$ cat config.mk
export PLATFORM = sky130hd
export DESIGN_NAME = regfile_sequencer
export DESIGN_NICKNAME = d
export VERILOG_FILES = /design/src/rtl/regfile_sequencer.sv
export SDC_FILE = /design/constraint.sdc
export NUM_CORES = 1
export LEC_CHECK = 0
export ABC_AREA = 1
export CAP_MARGIN = 20
export CORE_ASPECT_RATIO = 0.8
export CORE_UTILIZATION = 50
export CTS_CLUSTER_SIZE = 20
export DETAILED_ROUTE_END_ITERATION = 12
export PLACE_DENSITY_LB_ADDON = 0.05
export SLEW_MARGIN = 20
export SYNTH_ARGS = -nofsm -noshare
export SYNTH_HDL_FRONTEND = slang
export SYNTH_SLANG_ARGS = --single-unit
$ cat constraint.sdc
create_clock -name clk -period 5.6 [get_ports clk]
set_clock_uncertainty 0.1 [all_clocks]
set_input_delay 1.12 -clock clk [delete_from_list [all_inputs] [get_ports clk]]
set_output_delay 1.12 -clock clk [all_outputs]
set_load 0.05 [all_outputs]
$ cat src/rtl/regfile_sequencer.sv
// Multi-cycle controller for an 8x8 register file: IDLE -> EXEC -> WB.
// 8-bit ALU with zero/carry flags, sticky halt/illegal and retire count.
module regfile_sequencer #(
  parameter int DATA_W = 8,
  parameter int CNT_W  = 8
) (
  input  logic              clk,
  input  logic              rst,
  input  logic              instr_valid,
  input  logic [15:0]       instr,
  output logic              instr_ready,
  output logic [2:0]        SA,
  output logic [2:0]        SB,
  input  logic [DATA_W-1:0] Adata,
  input  logic [DATA_W-1:0] Bdata,
  output logic [2:0]        DS,
  output logic              Load,
  output logic [DATA_W-1:0] Ddata,
  output logic              busy,
  output logic              halted,
  output logic              illegal,
  output logic              zero,
  output logic              carry,
  output logic [CNT_W-1:0]  retired
);

  typedef enum logic [1:0] {
    S_IDLE,
    S_EXEC,
    S_WB,
    S_HALT
  } state_t;

  state_t r_state;
  state_t w_next;

  logic [15:0]       r_instr;
  logic [DATA_W:0]   r_result;
  logic              r_zero;
  logic              r_carry;
  logic              r_illegal;
  logic [CNT_W-1:0]  r_retired;

  logic [3:0]        w_op;
  logic              w_accept;
  logic              w_wr_op;
  logic              w_flag_op;
  logic [DATA_W:0]   w_alu;

  assign w_op      = r_instr[15:12];
  assign w_accept  = instr_valid && (r_state == S_IDLE);
  assign w_wr_op   = (w_op >= 4'd1) && (w_op <= 4'd7);
  assign w_flag_op = (w_op >= 4'd3) && (w_op <= 4'd7);

  // 9-bit result: bit DATA_W is carry for ADD and borrow for SUB
  always_comb begin
    w_alu = '0;
    case (w_op)
      4'd1:    w_alu = {1'b0, r_instr[DATA_W-1:0]};
      4'd2:    w_alu = {1'b0, Adata};
      4'd3:    w_alu = {1'b0, Adata} + {1'b0, Bdata};
      4'd4:    w_alu = {1'b0, Adata} - {1'b0, Bdata};
      4'd5:    w_alu = {1'b0, Adata & Bdata};
      4'd6:    w_alu = {1'b0, Adata | Bdata};
      4'd7:    w_alu = {1'b0, Adata ^ Bdata};
      default: w_alu = '0;
    endcase
  end

  always_ff @(posedge clk) begin
    if (rst) r_state <= S_IDLE;
    else     r_state <= w_next;
  end

  always_comb begin
    w_next = r_state;
    case (r_state)
      S_IDLE:  if (instr_valid) w_next = S_EXEC;
      S_EXEC:  w_next = (w_op == 4'd8) ? S_HALT : S_WB;
      S_WB:    w_next = S_IDLE;
      S_HALT:  w_next = S_HALT;
      default: w_next = S_IDLE;
    endcase
  end

  always_comb begin
    instr_ready = 1'b0;
    busy        = 1'b1;
    Load        = 1'b0;
    halted      = 1'b0;
    case (r_state)
      S_IDLE: begin
        instr_ready = 1'b1;
        busy        = 1'b0;
      end
      S_WB:    Load   = w_wr_op;
      S_HALT:  halted = 1'b1;
      default: ;
    endcase
  end

  always_ff @(posedge clk) begin
    if (rst) begin
      r_instr   <= '0;
      r_result  <= '0;
      r_zero    <= 1'b0;
      r_carry   <= 1'b0;
      r_illegal <= 1'b0;
      r_retired <= '0;
    end else begin
      if (w_accept)
        r_instr <= instr;
      if (r_state == S_EXEC)
        r_result <= w_alu;
      if (r_state == S_WB) begin
        r_retired <= r_retired + CNT_W'(1);
        if (w_flag_op) begin
          r_zero  <= (r_result[DATA_W-1:0] == '0);
          r_carry <= r_result[DATA_W];
        end
        if (w_op >= 4'd9)
          r_illegal <= 1'b1;
      end
    end
  end

  // Selects come straight from the latched instruction, so they hold between ops
  assign SA      = r_instr[8:6];
  assign SB      = r_instr[5:3];
  assign DS      = r_instr[11:9];
  assign Ddata   = r_result[DATA_W-1:0];
  assign zero    = r_zero;
  assign carry   = r_carry;
  assign illegal = r_illegal;
  assign retired = r_retired;

endmodule

======== After elaboration in Yosys (flattened, before gate mapping) ========
Cells that the tools add are included.
cells by class
  order comparisons ....................... 4
  mux-type cells .......................... 8
  equal/unequal tests ..................... 12
  reduce and logical (&&, ||, !) cells .... 7
  add/subtract/negate cells ............... 3
  bitwise gates (word level) .............. 3
operator list
  operator                                                                number
  9-bit case mux with 7 select lines                                      1
  4-bit by 3-bit equality test with 1-bit output (second input constant)  4
  8-bit by 8-bit adder with 9-bit output                                  1
  8-bit by 8-bit subtractor with 9-bit output                             1
  8-bit by 1-bit adder with 8-bit output (second input constant)          1
  8-bit bitwise AND                                                       1
  4-bit by 2-bit equality test with 1-bit output (second input constant)  2
  8-bit logical NOT                                                       1
  8-bit OR                                                                1
  2-bit case mux with 4 select lines                                      1
  8-bit XOR                                                               1
  1-bit 2-to-1 mux                                                        5
  2-bit equality test (second input constant)                             2
  4-bit by 1-bit equality test with 1-bit output (second input constant)  1
  4-bit equality test (second input constant)                             1
  4-bit by 1-bit >= comparator with 1-bit output (second input constant)  1
  4-bit by 2-bit >= comparator with 1-bit output (second input constant)  1
  4-bit >= comparator (second input constant)                             1
  4-bit by 3-bit <= comparator with 1-bit output (second input constant)  1
  2-bit AND reduction                                                     2
  1-bit logical AND                                                       3
  2-bit by 1-bit equality test with 1-bit output (second input constant)  1
  2-bit logical NOT                                                       1
  2-bit 2-to-1 mux                                                        1
  2-bit != test (second input constant)                                   1
storage, ports and cells
  output and inout bits ................... 32
  input port bits ......................... 35
  logic and storage cells ................. 44
  register bits after elaboration ......... 38

======== Depth between registers and ports, before layout ========
  depth after elaboration ................. 3
  depth in mapped cells ................... 18
  depth with buffers taken out ............ 18

======== Least setup slack after synthesis ========
Ideal clock, no wire load.
  path type ............................... input-to-reg
  from .................................... input Bdata[1]
  to ...................................... register r_result[7]
  stages .................................. 15
  data arrival time ....................... 2.826 ns
  slack ................................... 2.566 ns
  buffers on the path ..................... 0
  library setup time ...................... 0.109 ns
  data required time ...................... 5.391 ns
  cell sequence ........................... inv_1 -> ha_1 -> nand3_1 -> o31ai_1 -> xor2_1 -> inv_1 -> ha_1 -> nand2_1 -> inv_1 -> a21oi_1 -> nand3_1 -> nand3_1 -> nand3_1 -> nand2_1 -> inv_1
on the way
  word-level cells in the longest chain between the ends .. 2
  elaborated cells between the ends (all ways) .. 3
  classes of those cells .................. 2 x add/sub; 1 x mux
RTL lines
  element                                                                                                       RTL line  RTL
  start, declared                                                                                               15        input logic [DATA_W-1:0] Bdata,
  8-bit by 8-bit subtractor with 9-bit output / 8-bit by 8-bit adder with 9-bit output (equally long branches)  62, 61
  9-bit case mux with 7 select lines *                                                                          58        case (w_op)
  end signal, assigned                                                                                          114       r_result <= w_alu;
  end, declared                                                                                                 38        logic [DATA_W:0] r_result;
Mark *: on every way between the ends. The rest lies on a longest branch, timed or not.
A chain may end at the register's enable or synchronous reset.

======== Final worst setup path ========
  from .................................... input Bdata[0]
  to ...................................... register r_result[7]
The elaborated chain is that of the path after synthesis.

==> key figures <==
Setup path
  • Crit path DAT: 3550 ps
  • Worst flop-to-flop path endpoint: r_result[6]
  • Reg2reg path depth: 16
  • Critical-path maximum fanout: 5
  • CP required: 5690 ps
  • CP Capture Type: register
  • Nature of the critical path startpoint: input pin
  • Worst reg2reg setup slack: 2970 ps
  • Slowest CP cell: clkdlybuf4s50_1
  • Slowest cell delay on critical path: 450 ps
  • CP cell instances: clkdlybuf4s50_1 -> inv_1 -> ha_1 -> nand3_1 -> o31ai_1 -> xor2_1 -> inv_1 -> ha_1 -> nand2_1 -> inv_1 -> a21oi_1 -> nand3_1 -> nand3_1 -> nand3_1 -> nand2_1 -> inv_1
  • Worst r2r src: r_instr[14]
  • Crit path kind: input pin to register

GRT
  • Grt ovf: 0
  • Vias in the first global route: 2508
  • Largest net degree at the start of global routing: 25
  • Total GRT Usage: 24.9%
  • First-pass GRT wire length: 11800 microns
  • Initial antenna violation count: 0

Yosys
  • Synth Cell Area: 2880 sq um
  • Yosys top cell by area: dfxtp_1
  • YS warnings: 0
  • Count of unique library cells instantiated by Yosys: 36
  • Top cells by area, synth: dfxtp_1, ha_1, nand2_1
  • Ys async rst share: 0%
  • Flops & latches, synth: 38
  • Primary FF master, synth: dfxtp_1
  • Mapped Cells: 431
  • Syn nets: 493
  • Synth Area per Inst: 6.69 sq um
  • Sequential share of the synthesized area: 26.4%
  • Post-synth top area share: 26.4%
  • Post-synth EDFFs: 0

Power and ir drop
  • Sw frac: 36.6%
  • Clock power share: 25.8%
  • Combinational Power Share: 34.8%
  • P_sw: 276 uW
  • Leak: 0.00164 uW
  • Pwr Density: 213 nW/um^2
  • Maximum vdd drop: 0.170 mV
  • Pint: 478 uW
  • Sequential power share: 39.5%

Clock network
  • Number of clock buffers inserted by TritonCTS: 5
  • H-tree levels: 2
  • Clk_lat worst skew: 290 ps
  • CTS tree: done
  • CTS Root Buffer Type: clkbuf_8
  • Post-CTS Resized: 0
  • Hold buffer count at CTS: 0
  • Clk slew on worst S/H paths: 80 ps
  • Clock Tree Buf Depth: 2
  • Clock sink total: 38
  • Setup bufs post-CTS: 0

Hold path
  • Worst hold start: zero
  • Hold Crit Depth: 2
  • Hold endpoint: zero
  • HP Class: register to register

STA
  • # setup viols final: 0
  • Fin crit period: 3460 ps
  • Pins Over Slew Limit: 0
  • Maximum clock rate: 289 MHz
  • RSZ-0062 raised after global routing: false
  • Final Cycle Share: 61.8%
  • Slew headroom: 47.8%
  • Tightest Pin Transition: 780 ps
  • Final TNS setup: 0 ps
  • Final WS setup: 2140 ps
  • Hold Fails Final Rpt: 0

Placement
  • Final HPWL DP: 5600 microns
  • Pre-CTS setup slack: 1850 ps
  • Placed cell areas: 3450 sq um
  • Buffers on Ports: 66
  • RePlAce Congestion: 0.883

Cells and area
  • # diodes: 0
  • Area growth, synth to finish: 23.0%
  • Fraction of layout cells with a size suffix above 1: 5.23%
  • Number of nets in the layout: 539
  • Core Util, Final: 64.5%
  • Most frequent cells in the layout: nand2_1, clkdlybuf4s50_1, inv_1, nor2_1, nand3_1
  • Final instance area: 3550 sq um
  • Most common cell after layout, fill and taps aside: nand2_1

Drt
  • Total number of vias: 2788
  • Drt wl/cell: 12.7 microns
  • Post-DRT Antenna Nets: 0
  • DR iter-0 viols: 148
  • Via density: 5.01
  • Detailed Route WL: 7070 microns
  • Drt first pass iters: 4
  • Residual DRC count: 0

Die
  • Die width: 86.9 microns
  • Core Region: 5500 sq um
  • Rows: 24
  • # IOs: 67
  • Die Y: 69.9 microns
  • Starting density of the core: 52.5%
  • Die area: 6080 sq um

Status
  • Status: complete, no violations

Run
  • Max Cap Violations: 0
[synthesized netlist by cell type (all sizes together) (7+ instances only)]
master and count:
inv 63, o21ai 36, nor2 60, a21oi 19
buf 24, nand2 78, dfxtp 38, nand3b 7
xor2 8, nand3 53, ha 26
[worst max-delay path, delay by kind of cell]
kind                     cells  cell delay (ps)
adder cells (fa/ha/maj)      2              520
AND/OR/NAND/NOR              6              550
buffers and inverters        5              710
AO/OA/AOI/OAI                2              470
XOR/XNOR                     1              170
[per-layer routing]
layer	global-route usage (%)	wire length, microns
met5	0	0
met4	5.93	39
met1	37.4	3690
met3	4.49	394
met2	36.6	2940
[power groups by stage]
stage                     logic (uW)  registers, uW  clock network (uW)
final                            262            298                 194
after global routing             294            300                 215
after CTS                        260            298                 202
after detailed placement         259            304                   0
after global placement           258            303                   0
after floorplan                  186            305                   0
[sequential cells by signal, indices dropped and copies added (netlist names)]
register and flops:
r_state 2, retired 8, r_result 9, carry 1
zero 1, illegal 1, r_instr 16
[worst max-delay path by stage]
stage	cells after the start	slack (ps)	startpoint	end
after floorplan	15	2570	Bdata[1]	r_result[7]
after global placement	16	1940	Bdata[0]	r_result[7]
after detailed placement	16	1850	Bdata[0]	r_result[7]
after CTS	16	2150	Bdata[0]	r_result[7]
after global routing	16	1840	Bdata[0]	r_result[7]
final	16	2140	Bdata[0]	r_result[7]
[through the flow]
step | instances | hold WS, ps | power, uW
2_1_floorplan | 431 | 346 | 491
3_3_place_gp | 548 | 354 | 561
3_5_place_dp | 548 | 356 | 563
4_1_cts | 556 | 369 | 760
5_1_grt | 556 | 409 | 808
6_report | 556 | 365 | 755
[logic make-up after synthesis]
logic type                 share of synthesized area (%)
AOI/OAI and AO/OA                                   11.8
xor gates and xnor gates                            2.73
adders and majority gates                           12.0
buffers and inverters                               14.8
DFF                                                 26.4
and+or+nand+nor                                     32.2
[area by class of cell]
type / instances / area [sq um]
multi-input combinational: 303 / 1700
inverter: 63 / 236
tap: 78 / 97.6
timing repair buffer: 66 / 661
clock buffer: 6 / 82.6
fill: 539 / 1950
clock inverter: 2 / 12.5
sequential: 38 / 761
Power figures use the tool's default switching activity.
